## src/rtl/pipe_pkg.sv

```systemverilog
// Shared constants and payload types for the inter-stage pipeline register.
package pipe_pkg;

    localparam int unsigned EXC_W        = 5;
    localparam int unsigned ENTRY_DATA_W = 32;
    localparam int unsigned ENTRY_PC_W   = 32;

    localparam logic [31:0] RESET_PC_DEF = 32'h0000_3000;
    localparam logic [31:0] EXC_VEC_DEF  = 32'h0000_4180;

    typedef logic [EXC_W-1:0] exccode_t;

    // Canonical stage-boundary payload at the default widths
    typedef struct packed {
        logic [ENTRY_DATA_W-1:0] instr;
        logic [ENTRY_PC_W-1:0]   pc;
        exccode_t                exccode;
        logic                    bd;
    } pipe_entry_t;

endpackage

```

## src/rtl/pipe_stage_reg_entry.sv

```systemverilog
// One pipeline entry register (payload plus valid bit) with load, clear and PC redirect.
module pipe_entry_reg
    import pipe_pkg::*;
#(
    parameter int unsigned     DATA_W   = 32,
    parameter int unsigned     PC_W     = 32,
    parameter logic [PC_W-1:0] RESET_PC = PC_W'(RESET_PC_DEF)
) (
    input  logic              clk,
    input  logic              rst,
    input  logic              load,
    input  logic              clear,
    input  logic              redirect,
    input  logic [PC_W-1:0]   redirect_pc,
    input  logic [DATA_W-1:0] instr_d,
    input  logic [PC_W-1:0]   pc_d,
    input  exccode_t          exccode_d,
    input  logic              bd_d,
    output logic              valid,
    output logic [DATA_W-1:0] instr,
    output logic [PC_W-1:0]   pc,
    output exccode_t          exccode,
    output logic              bd
);

    // Clear zeroes the payload but keeps the PC unless a redirect is requested
    always_ff @(posedge clk or posedge rst) begin
        if (rst) begin
            valid   <= 1'b0;
            instr   <= '0;
            pc      <= RESET_PC;
            exccode <= '0;
            bd      <= 1'b0;
        end else if (clear) begin
            valid   <= 1'b0;
            instr   <= '0;
            exccode <= '0;
            bd      <= 1'b0;
            if (redirect) begin
                pc <= redirect_pc;
            end
        end else if (load) begin
            valid   <= 1'b1;
            instr   <= instr_d;
            pc      <= pc_d;
            exccode <= exccode_d;
            bd      <= bd_d;
        end
    end

endmodule

```

## src/rtl/pipe_stage_reg.sv

```systemverilog
// Inter-stage pipeline register with valid/ready handshake and a two-entry skid buffer.
// Optional feature macro: PIPE_STAGE_EXC_EN (exception code / BD propagation and Req redirect).
module pipe_stage_reg
    import pipe_pkg::*;
#(
    parameter int unsigned     DATA_W   = 32,
    parameter int unsigned     PC_W     = 32,
    parameter logic [PC_W-1:0] RESET_PC = PC_W'(RESET_PC_DEF),
    parameter logic [PC_W-1:0] EXC_VEC  = PC_W'(EXC_VEC_DEF),
    parameter int unsigned     CNT_W    = 16
) (
    input  logic              clk,
    input  logic              reset,
    input  logic              Req,
    input  logic              flush,
    input  logic              in_valid,
    output logic              in_ready,
    input  logic [DATA_W-1:0] instrIn,
    input  logic [PC_W-1:0]   PCIn,
    input  logic [EXC_W-1:0]  ExcCodeIn,
    input  logic              BDIn,
    output logic              out_valid,
    input  logic              out_ready,
    output logic [DATA_W-1:0] instrOut,
    output logic [PC_W-1:0]   PCOut,
    output logic [EXC_W-1:0]  ExcCodeOut,
    output logic              BDOut,
    output logic [CNT_W-1:0]  stall_cnt
);

    exccode_t in_exccode;
    logic     in_bd;
    logic     exc_redirect;

`ifdef PIPE_STAGE_EXC_EN
    assign in_exccode   = ExcCodeIn;
    assign in_bd        = BDIn;
    assign exc_redirect = Req;
`else
    // Exception fields are never stored, so the outputs stay at zero and Req acts as flush
    logic unused_exc_inputs;
    assign unused_exc_inputs = ^{ExcCodeIn, BDIn};
    assign in_exccode   = '0;
    assign in_bd        = 1'b0;
    assign exc_redirect = 1'b0;
`endif

    logic              main_valid;
    logic              skid_valid;
    logic              ready_q;
    logic [DATA_W-1:0] skid_instr;
    logic [PC_W-1:0]   skid_pc;
    exccode_t          skid_exccode;
    logic              skid_bd;

    logic              kill;
    logic              accept;
    logic              drain;
    logic              main_load;
    logic              main_clear;
    logic              main_from_skid;
    logic              skid_load;
    logic              skid_clear;
    logic              skid_valid_nxt;
    logic [DATA_W-1:0] main_instr_d;
    logic [PC_W-1:0]   main_pc_d;
    exccode_t          main_exccode_d;
    logic              main_bd_d;

    assign kill   = Req || flush;
    assign accept = in_valid && ready_q;
    assign drain  = main_valid && out_ready;

    // Entry movement: skid refills main first; new data lands in main if it frees up, else in skid
    always_comb begin
        main_load      = 1'b0;
        main_clear     = 1'b0;
        main_from_skid = 1'b0;
        skid_load      = 1'b0;
        skid_clear     = 1'b0;
        skid_valid_nxt = skid_valid;
        if (kill) begin
            main_clear     = 1'b1;
            skid_clear     = 1'b1;
            skid_valid_nxt = 1'b0;
        end else begin
            if (drain && skid_valid) begin
                main_load      = 1'b1;
                main_from_skid = 1'b1;
                skid_clear     = 1'b1;
                skid_valid_nxt = 1'b0;
            end else if (accept && (!main_valid || drain)) begin
                main_load = 1'b1;
            end else if (drain) begin
                main_clear = 1'b1;
            end
            if (accept && main_valid && !drain) begin
                skid_load      = 1'b1;
                skid_valid_nxt = 1'b1;
            end
        end
    end

    always_comb begin
        main_instr_d   = instrIn;
        main_pc_d      = PCIn;
        main_exccode_d = in_exccode;
        main_bd_d      = in_bd;
        if (main_from_skid) begin
            main_instr_d   = skid_instr;
            main_pc_d      = skid_pc;
            main_exccode_d = skid_exccode;
            main_bd_d      = skid_bd;
        end
    end

    pipe_entry_reg #(
        .DATA_W   (DATA_W),
        .PC_W     (PC_W),
        .RESET_PC (RESET_PC)
    ) u_main (
        .clk         (clk),
        .rst         (reset),
        .load        (main_load),
        .clear       (main_clear),
        .redirect    (exc_redirect),
        .redirect_pc (EXC_VEC),
        .instr_d     (main_instr_d),
        .pc_d        (main_pc_d),
        .exccode_d   (main_exccode_d),
        .bd_d        (main_bd_d),
        .valid       (main_valid),
        .instr       (instrOut),
        .pc          (PCOut),
        .exccode     (ExcCodeOut),
        .bd          (BDOut)
    );

    pipe_entry_reg #(
        .DATA_W   (DATA_W),
        .PC_W     (PC_W),
        .RESET_PC (RESET_PC)
    ) u_skid (
        .clk         (clk),
        .rst         (reset),
        .load        (skid_load),
        .clear       (skid_clear),
        .redirect    (1'b0),
        .redirect_pc (RESET_PC),
        .instr_d     (instrIn),
        .pc_d        (PCIn),
        .exccode_d   (in_exccode),
        .bd_d        (in_bd),
        .valid       (skid_valid),
        .instr       (skid_instr),
        .pc          (skid_pc),
        .exccode     (skid_exccode),
        .bd          (skid_bd)
    );

    // in_ready is registered from the next skid state, so out_ready never reaches it combinationally
    always_ff @(posedge clk or posedge reset) begin
        if (reset) begin
            ready_q <= 1'b1;
        end else begin
            ready_q <= !skid_valid_nxt;
        end
    end

    always_ff @(posedge clk or posedge reset) begin
        if (reset) begin
            stall_cnt <= '0;
        end else if (main_valid && !out_ready && (stall_cnt != {CNT_W{1'b1}})) begin
            stall_cnt <= stall_cnt + CNT_W'(1);
        end
    end

    assign in_ready  = ready_q;
    assign out_valid = main_valid;

endmodule

```

## config.mk

```make
export PLATFORM = sky130hd
export DESIGN_NAME = pipe_stage_reg
export DESIGN_NICKNAME = d
export VERILOG_FILES = /design/src/rtl/pipe_pkg.sv /design/src/rtl/pipe_stage_reg_entry.sv /design/src/rtl/pipe_stage_reg.sv
export SDC_FILE = /design/constraint.sdc
export NUM_CORES = 1
export LEC_CHECK = 0
export CELL_PAD_IN_SITES_DETAIL_PLACEMENT = 1
export CELL_PAD_IN_SITES_GLOBAL_PLACEMENT = 1
export CORE_MARGIN = 1.5
export CORE_UTILIZATION = 39
export CTS_CLUSTER_SIZE = 25
export DETAILED_ROUTE_END_ITERATION = 10
export PLACE_DENSITY = 0.84
export SLEW_MARGIN = 25
export SYNTH_ARGS = -nofsm -noshare
export SYNTH_HDL_FRONTEND = slang
export SYNTH_SLANG_ARGS = --single-unit
```

## constraint.sdc

```tcl
create_clock -name clk -period 6.2 [get_ports clk]
set_input_delay 1.86 -clock clk [delete_from_list [all_inputs] [get_ports clk]]
set_output_delay 1.86 -clock clk [all_outputs]
set_load 0.02 [all_outputs]
```

Word-level counts from Yosys, hierarchy flattened
Cells that the tools add are included.
Word-level totals
  register bits: 159
  output and inout bits: 88
  word-level logic and storage cells: 69
Cells by class
  $add $sub $neg: 1
  eq/ne operators: 1
  multiplexer cells: 35
  bitwise gates (word level): 2
  reductions and logical operators: 18
Operator list (number)
  2-to-1 mux 32 bit: 6
  2-to-1 mux 5 bit: 5
  2-to-1 mux 1 bit: 24
  adder 16 x 1 -> 16 bit (second input constant): 1
  != test 16 bit (second input constant): 1
  logical AND 1 bit: 8
  zero test 1 bit: 4
  AND reduction 2 bit: 2
  nonzero test 2 bit: 2
  logical OR 1 bit: 2
  NOT 1 bit: 2

Longest topological paths before layout
Gate-level depths: netlist (run 1).
  word-level depth: 8
  mapped depth: 6
  depth with buffers taken out: 5

Hierarchy
A second synthesis (run 1) with hierarchy kept.
Second synthesis, totals
  cell total of the unflattened synthesis: 711
  area, all modules: 8473.1 µm²
By module, submodules not included
  pipe_entry_reg: times used 2, cells an instance 270, area each 3370.7 µm²
  pipe_stage_reg: times used 1, cells an instance 171, area each 1731.7 µm²

Worst setup path before layout (run 1)
Ideal clock, no wire load.
  path type: in2reg
  from: in flush
  to: reg u_skid.pc[0]
  data arrival time: 3137 ps
  required time: 6072 ps
  slack: 2935 ps
  stages: 5
  buffers on the path: 2
  path through: or2_1 -> buf_2 -> nor3_4 -> buf_2 -> mux2_1
On the way
  cells in the longest elaborated chain, start to end: 4
  elaborated cells between the ends (all ways): 5
  classes of those cells: 2 x mux; 1 x bitwise; 2 x reduce/logical
Ends and longest elaborated chain
  start, declared: line pipe_stage_reg.sv:15  | input logic flush,
  logical OR 1 bit (*): line pipe_stage_reg.sv:70  | assign kill = Req || flush;
  2-to-1 mux 1 bit: line pipe_stage_reg.sv:82  | if (kill) begin
  NOT 1 bit (no source line)
  AND reduction 2 bit (no source line) (*)
  end signal, assigned: line pipe_stage_reg_entry.sv:40  | pc <= redirect_pc;
  end signal, assigned: line pipe_stage_reg_entry.sv:45  | pc <= pc_d;
  end, declared: line pipe_stage_reg_entry.sv:21  | output logic [PC_W-1:0] pc,
Every way passes the cells marked *; elsewhere a longest branch is shown, timed or not.
A chain may end at the register's enable or synchronous reset.

Worst setup path in the final report (run 1)
  from: in out_ready
  to: reg u_skid.instr[11]
On the way
  cells in the longest elaborated chain, start to end: 6
  elaborated cells between the ends (all ways): 10
  classes of those cells: 5 x mux; 5 x reduce/logical
Ends and longest elaborated chain
  start, declared: line pipe_stage_reg.sv:23  | input logic out_ready,
  logical AND 1 bit (*): line pipe_stage_reg.sv:72  | assign drain = main_valid && out_ready;
  zero test 1 bit: line pipe_stage_reg.sv:97  | if (accept && main_valid && !drain) begin
  logical AND 1 bit: line pipe_stage_reg.sv:97
  2-to-1 mux 1 bit: line pipe_stage_reg.sv:97
  2-to-1 mux 1 bit: line pipe_stage_reg.sv:82
  nonzero test 2 bit (no source line)
  end signal, assigned: line pipe_stage_reg_entry.sv:44  | instr <= instr_d;
  end, declared: line pipe_stage_reg_entry.sv:20  | output logic [DATA_W-1:0] instr,
Marked as above.

==> flow_metrics.tcl, run 1 <==
set metrics [dict create \
    rsz0062_at_grt "no" \
    register_area_um2 3680 \
    yosysMostFrequentCell "dfrtp_1" \
    slew_violations 0 \
    postCtsHoldBufs 0 \
    dieArea_um2 16900 \
    routabilityCongestion 0.760 \
    max_stage_delay_ns 0.56 \
    hpwl_um 11000 \
    reg2reg_to "u_skid.instr[11]" \
    clk_latency_ns 0.43 \
    cts_made_buffers 17 \
    fin_skew_ns 0.0121 \
    grt_pass1_vias 5154 \
    wire_per_inst_um 19.4 \
    start_util_pct 39.7 \
    cts_buffer_depth 2 \
    power_density_nw_per_um2 304 \
    run_status "completed" \
    multi_input_area_um2 2320 \
    dp_slack_ns 1.74 \
    cts_tree "done" \
    hold_path.class "flip-flop to flip-flop" \
    die_w_um 130 \
    rows 46 \
    postSynthCellCount 490 \
    synth-edff-count 0 \
    postSynthAreaPerCell_um2 12.8 \
    htreeDepth 4 \
    tightest_slew_ns 0.949 \
    critPathKind "input pin to flip-flop" \
    cts_setup_buffers 0 \
    yosysWarnings 0 \
    cp_common_cell "buf_4" \
    crit_required_ns 6.56 \
    power_mw 2.61 \
    grt.total_usage_pct 20.8 \
    grt_max_degree 68 \
    cp_num_buf_inv 3 \
    min_period_ns 4.02 \
    dp.cells 832 \
    grt_pass1_wl_um 26600 \
    worstHoldEndpoint "u_main.pc[12]" \
    antenna_found_initial 0 \
    first_pass_iters 4 \
    drive_gt1_share_pct 8.98 \
    cp_slowest_cell "buf_4" \
    area_delta_synth_final_pct 36.5 \
    drt-total-wl_um 16700 \
    worst_slack_ns 2.18 \
    grt-ovfl-total 0 \
    crit_arrival_ns 4.37 \
    vias 4586 \
    synth_flop_cell "dfrtp_1" \
    ir_worst_vdd_uv 196 \
    synth_cell_types 46 \
    hold_viol 0 \
    cp-end-kind "flip-flop" \
    clk_pin_slew_ns 0.06 \
    slew_headroom_pct 36.7 \
    async_reset_ff_share_pct 100 \
    ctsResizeCount 0 \
    n_fill_cell 1575 \
    viasPerCell 5.32 \
    tns_ns 0 \
    r2r_start "u_main.valid" \
    drt-initial-drc-count 170 \
    die_h_um 130 \
    place_area_um2 7990 \
    min_from "u_main.pc[12]" \
    rr_worst_depth 6 \
    synth.top_cell.area_share_pct 56.5 \
    cap_viol_max_count 0 \
    fin_crit_sh_pct 64.8 \
    ys_ff_latch 147 \
    synth.area.top_cells "dfrtp_1 (57%), mux2i_1 (10%), mux2_1 (5.0%), a22o_1 (4.5%), o2bb2ai_1 (4.3%)" \
    cts.sink_count 147 \
    design_area_um2 8580 \
    ys_seq_area_share_pct 58.6 \
    yosys.area.top_type "dfrtp_1" \
    hold_depth 2 \
    setup_violations 0 \
    core_um2 15800 \
    portBuffers 151 \
    drt.antenna.violating_nets 0 \
    rrSetupSlack_ns 3.72 \
    clockRootBuffer "clkbuf_16" \
    io_pins 164 \
    cp-start-kind "input pin" \
    max_freq_mhz 249 \
    drc 0 \
    path_cells "clkdlybuf4s50_1 -> nand3_4 -> buf_4 -> o21ai_0 -> nor2_2 -> buf_4 -> a22o_1" \
    cp_max_fo 35 \
    stdcell_count 862 \
    cp_top_family "buffers and inverters" \
    nets 712 \
    p_leak_nw 4.21 \
    synth_area_um2 6280 \
    antenna_cells 0 \
    synth_common_cells "dfrtp_1 (142), mux2i_1 (63), inv_1 (36)" \
]
cell usage in the layout, fill, tap and decap left out, drive strengths merged, types with 3 or more instances in the layout:
cell	instances
a21oi	3
a22o	32
buf	8
bufinv	3
clkbuf	20
clkdlybuf4s50	151
clkinv	5
conb	6
dfrtp	142
dfstp	5
inv	36
mux2	34
mux2i	63
nand2	8
nand3	7
nand4	6
nor2	12
nor3	3
nor4	3
o21a	4
o22ai	33
o2bb2ai	31
xnor2	5
xor2	4
how the worst max path moves through the flow:
stage	start	end	slack [ns]	cells after the start
after floorplan	reset	stall_cnt[0]	0.40	1
after global placement	out_ready	u_skid.instr[8]	1.81	7
after detailed placement	out_ready	u_skid.instr[15]	1.74	7
after CTS	out_ready	u_skid.instr[0]	2.17	7
after global routing	out_ready	u_skid.instr[31]	1.98	7
final	out_ready	u_skid.instr[11]	2.18	7
worst reg2reg max path: stages (launching register included):
cell	delay, ns
dfrtp_1	0.48
nand3_4	0.44
buf_4	0.57
o21ai_0	0.22
nor2_2	0.11
buf_4	0.36
a22o_1	0.23
power by group:
group	internal, mW	total (mW)	switching (mW)
clock	0.647	1.04	0.392
sequential	1.06	1.13	0.0668
combinational	0.216	0.441	0.225
total	1.92	2.61	0.683
flip-flops by register name, summed over array words and instances (netlist names):
register and flops:
in_ready 1, stall_cnt 16, u_main.instr 32, u_main.pc 32
u_main.valid 1, u_skid.instr 32, u_skid.pc 32, u_skid.valid 1
cell type report:
cell class,instances,area share (%)
clock buffer,20,5.32
timing repair buffer,159,18.3
multi-input combinational,274,27.0
inverter,36,1.63
tap,216,3.15
clock inverter,10,1.56
sequential,147,43.0
cells by family (layout without fill, tap and decap cells):
family / Yosys count / count (layout) / synth area share [%]
fa+ha+maj: 1 / 1 / 0.199
mux: 97 / 97 / 16.1
simple gates: 50 / 50 / 4.82
flops: 147 / 147 / 58.6
xor+xnor: 9 / 9 / 1.25
other cells: 1 / 6 / 0.0597
buf+inv: 74 / 225 / 5.18
compound gates: 111 / 111 / 13.7
routing by layer:
| metal | GRT usage [%] | vias up | wire, µm |
|---|---|---|---|
| li1 | - | 2075 | - |
| met5 | 0 | - | 0 |
| met4 | 8.76 | 0 | 390 |
| met1 | 24.3 | 2368 | 6990 |
| met3 | 5.08 | 29 | 723 |
| met2 | 36.4 | 114 | 8600 |
metrics by stage:
step | utilization, % | hold WS (ns)
floorplan | - | 0.458
global placement | 50.5 | 0.458
detailed placement | 50.5 | 0.468
CTS | 54.2 | 0.494
global route | 54.2 | 0.505
finish | 54.2 | 0.487
Note: power is estimated with default switching activity, not from simulation.
==> run 2: changes to the inputs <==
==> constraint.sdc (replaced) <==
create_clock -name clk -period 3.92 [get_ports clk]
set_input_delay 1.176 -clock clk [delete_from_list [all_inputs] [get_ports clk]]
set_output_delay 1.176 -clock clk [all_outputs]
set_load 0.02 [all_outputs]
==> flow_metrics.tcl, run 2 (synthesis results as in run 1) <==
set metrics [dict create \
    min_period_ns 2.96 \
    power_mw 4.24 \
    max_freq_mhz 338 \
    p_leak_nw 4.26 \
    dp_slack_ns 0.510 \
    fin_skew_ns 0.00762 \
    critPathKind "input pin to flip-flop" \
    postCtsHoldBufs 0 \
    dieArea_um2 16900 \
    first_pass_iters 4 \
    crit_path_start "out_ready" \
    vias 4687 \
    crit_required_ns 4.25 \
    power_frac_seq_pct 42.1 \
    hpwl_um 11500 \
    start_util_pct 39.7 \
    cp-end-kind "flip-flop" \
    drc 0 \
    drt.antenna.violating_nets 0 \
    cts_made_buffers 17 \
    switchingPower_mw 1.08 \
    grtUsageMet1_pct 24.5 \
    hold_viol 0 \
    rsz0062_at_grt "no" \
    cts_tree "done" \
    cts_buffer_depth 2 \
    final_core_util_pct 54.9 \
    grt.total_usage_pct 21.3 \
    crit_arrival_ns 3.29 \
    portBuffers 151 \
    multi_input_area_um2 2320 \
    cts_setup_buffers 0 \
    r2r_start "u_main.valid" \
    ctsResizeCount 0 \
    cap_viol_max_count 0 \
    worst_slack_ns 0.962 \
    drt-total-wl_um 17100 \
    stdcell_count 870 \
    globalRoute.busiestLayer "met2" \
    grt_pass1_vias 5374 \
    grt-ovfl-total 0 \
    dp.cells 837 \
    register_area_um2 3680 \
    slew_headroom_pct 59.8 \
    nets 717 \
    antenna_found_initial 1 \
    cp_max_fo 37 \
    io_pins 164 \
    power_density_nw_per_um2 488 \
    drive_gt1_share_pct 9.65 \
    clk_pin_slew_ns 0.06 \
    clk_latency_ns 0.42 \
    cts.sink_count 147 \
    combPwrFrac_pct 16.8 \
    fin_crit_sh_pct 75.5 \
    area_delta_synth_final_pct 38.2 \
    grt_pass1_wl_um 27700 \
    tightest_slew_ns 0.603 \
    routabilityCongestion 0.750 \
    grtUsageMet3_pct 4.39 \
    switching_share_pct 25.5 \
    slew_violations 0 \
    tns_ns 0 \
    die_h_um 130 \
    intPower_mw 3.16 \
    final_common_cell "clkdlybuf4s50_1" \
    drt-initial-drc-count 188 \
    htreeDepth 4 \
    min_from "u_main.pc[13]" \
    cp-start-kind "input pin" \
    grt_use_met2_pct 37.8 \
    core_um2 15800 \
    clockRootBuffer "clkbuf_16" \
    mostFrequentLayoutCells "clkdlybuf4s50_1 (151), dfrtp_1 (142), mux2i_1 (63)" \
    rows 46 \
    ir_worst_vdd_uv 300 \
    n_fill_cell 1569 \
    grt_max_degree 53 \
    die_w_um 130 \
    p_clk_share_pct 41.1 \
    run_status "completed" \
    viasPerCell 5.39 \
    wire_per_inst_um 19.7 \
    hold_path.class "flip-flop to flip-flop" \
    setup_violations 0 \
]
## run 2: worst paths after layout
path                                 end  slack (ns)  cells past startpoint
max                        u_main.pc[14]        0.96                      6
min                        u_main.pc[13]        0.48                      2
max reg2reg                u_main.pc[14]        1.80                      5
min reg2reg                u_main.pc[13]        0.48                      2
max in group asynchronous  u_main.pc[13]        1.97                      3
min in group asynchronous  u_skid.pc[23]        1.18                      2
## run 2: per-stage QoR
step	cell area, µm²	hold WS [ns]
2_1_floorplan	6310	0.458
3_3_place_gp	8050	0.457
3_5_place_dp	8050	0.465
4_1_cts	8680	0.480
5_1_grt	8690	0.505
6_report	8690	0.475
## run 2: cell type report
cell class	instances	area share, %
Sequential cell	147	42.4
Clock inverter	9	1.73
Tap cell	216	3.11
Inverter	36	1.60
Timing Repair Buffer	164	18.8
Clock buffer	23	5.62
Multi-Input combinational cell	274	26.7
Antenna cell	1	0.0288
## run 2: critical path: stages
cell,delay (ns)
clkdlybuf4s50_1,0.52
nand2b_1,0.30
nand3_1,0.16
a21o_4,0.51
buf_4,0.35
mux2i_1,0.25
## run 2: power by group through the flow
| stage | sequential (mW) | combinational, mW | clock, mW |
|---|---|---|---|
| detailed placement | 1.81 | 0.717 | 0 |
| finish | 1.78 | 0.711 | 1.74 |
| global placement | 1.79 | 0.683 | 0 |
| CTS | 1.78 | 0.723 | 1.78 |
| floorplan | 1.91 | 0.216 | 0 |
| global route | 1.80 | 0.762 | 1.83 |
## run 2: metal layers
layer  share of wire, %  vias up  wire [µm]
met5                  0        -          0
met4                3.0        0        518
met3                4.4       34        751
met2                 52      132       8950
met1                 40     2437       6900
li1                   -     2084          -
==> run 3: changes to the inputs <==
--- a/config.mk
+++ b/config.mk
@@ -8,10 +8,10 @@
 export CELL_PAD_IN_SITES_DETAIL_PLACEMENT = 1
 export CELL_PAD_IN_SITES_GLOBAL_PLACEMENT = 1
 export CORE_MARGIN = 1.5
-export CORE_UTILIZATION = 39
+export CORE_UTILIZATION = 35
 export CTS_CLUSTER_SIZE = 25
 export DETAILED_ROUTE_END_ITERATION = 10
-export PLACE_DENSITY = 0.84
+export PLACE_DENSITY = 0.79
 export SLEW_MARGIN = 25
 export SYNTH_ARGS = -nofsm -noshare
 export SYNTH_HDL_FRONTEND = slang
==> constraint.sdc (replaced) <==
create_clock -name clk -period 2.6 [get_ports clk]
set_input_delay 0.78 -clock clk [delete_from_list [all_inputs] [get_ports clk]]
set_output_delay 0.78 -clock clk [all_outputs]
set_load 0.02 [all_outputs]
==> flow_metrics.tcl, run 3 (synthesis results as in run 1) <==
set metrics [dict create \
    dieArea_um2 18800 \
    ctsResizeCount 0 \
    viasPerCell 5.18 \
    fin_crit_sh_pct 93.2 \
    cp_slowest_cell "clkdlybuf4s50_1" \
    cp_max_fo 8 \
    globalRoute.busiestLayer "met2" \
    portBuffers 151 \
    max_freq_mhz 413 \
    final_common_cell "clkdlybuf4s50_1" \
    min_period_ns 2.42 \
    run_status "completed" \
    grt-ovfl-total 0 \
    start_util_pct 36.1 \
    rsz0062_at_grt "no" \
    reg2reg_to "stall_cnt[15]" \
    first_pass_iters 4 \
    power_density_nw_per_um2 720 \
    p_leak_nw 4.32 \
    r2r_start "stall_cnt[0]" \
    worstHoldEndpoint "u_main.pc[13]" \
    vias 4586 \
    cp-end-kind "primary output" \
    tightest_slew_ns 0.518 \
    final_core_util_pct 50.8 \
    grt.total_usage_pct 20.1 \
    die_h_um 137 \
    io_pins 164 \
    ir_worst_vdd_uv 449 \
    grt_use_met2_pct 36.3 \
    rows 48 \
    clk_latency_ns 0.42 \
    hold_depth 2 \
    drt-total-wl_um 17600 \
    cts_buffer_depth 2 \
    drt.antenna.violating_nets 0 \
    slew_headroom_pct 65.1 \
    clockRootBuffer "clkbuf_16" \
    min_from "u_main.pc[13]" \
    grt_pass1_wl_um 28700 \
    cp-start-kind "flip-flop" \
    antenna_found_initial 0 \
    postCtsHoldBufs 0 \
    hold_path.class "flip-flop to flip-flop" \
    hpwl_um 12000 \
    hold_viol 0 \
    grtUsageMet3_pct 4.19 \
    path_cells "clkdlybuf4s50_1" \
    slew_violations 0 \
    core_um2 17400 \
    nets 725 \
    cts_tree "done" \
    drive_gt1_share_pct 11.0 \
    place_area_um2 8220 \
    mostFrequentLayoutCells "clkdlybuf4s50_1 (151), dfrtp_1 (142), mux2i_1 (63)" \
    rrSetupSlack_ns 0.70 \
    cts_setup_buffers 0 \
    antenna_cells 0 \
    cts_made_buffers 17 \
    routabilityCongestion 0.744 \
    htreeDepth 4 \
    timing.hold.ws_ns 0.481 \
    area_delta_synth_final_pct 40.7 \
    wire_per_inst_um 19.9 \
    setup_violations 0 \
    design_area_um2 8840 \
    crit_arrival_ns 1.64 \
    cap_viol_max_count 0 \
    clk_pin_slew_ns 0.06 \
    grt_pass1_vias 5406 \
    cp_num_buf_inv 1 \
    rr_worst_depth 5 \
    crit_required_ns 1.82 \
    fin_skew_ns 0.00949 \
    crit_path_start "stall_cnt[5]" \
    worst_slack_ns 0.176 \
    drc 0 \
    grt_max_degree 84 \
    grtUsageMet1_pct 23.5 \
    dp_slack_ns 0.0333 \
    die_w_um 137 \
    cp_top_family "buffers and inverters" \
    cts.sink_count 147 \
    tns_ns 0 \
    drt-initial-drc-count 154 \
    critPathKind "flip-flop to primary output" \
    max_stage_delay_ns 0.68 \
]
-- run 3: where the power goes --
group	internal [mW]	switching, mW	leakage (nW)
logic	0.533	0.553	2.10
registers	2.53	0.160	1.92
clock network	1.58	1.02	0.297
-- run 3: cell type report --
cell class / count / area (µm²)
Multi-Input combinational cell: 274 / 2320
Inverter: 36 / 139
Timing Repair Buffer: 172 / 1790
Tap cell: 225 / 282
Sequential cell: 147 / 3680
Clock inverter: 13 / 174
Fill cell: 1773 / 8570
Clock buffer: 19 / 453
-- run 3: metrics by stage --
stage	power, mW	cells
2_1_floorplan	3.21	495
3_3_place_gp	3.75	854
3_5_place_dp	3.82	854
4_1_cts	6.45	886
5_1_grt	6.62	886
6_report	6.37	886
-- run 3: metal layers --
metal  wire, µm  up-vias  share of wire (%)
met1       7300     2360                 41
met2       9290      103                 53
li1           -     2097                  -
met3        654       26                3.7
met5          0        -                  0
met4        391        0                2.2
-- run 3: worst max-delay path by stage --
stage | endpoint | slack, ns | cells past startpoint
floorplan | stall_cnt[0] | -0.02 | 1
global placement | u_skid.pc[27] | 0.09 | 5
detailed placement | u_skid.pc[11] | 0.03 | 5
CTS | stall_cnt[5] | 0.13 | 1
global route | stall_cnt[5] | 0.09 | 1
finish | stall_cnt[5] | 0.18 | 1
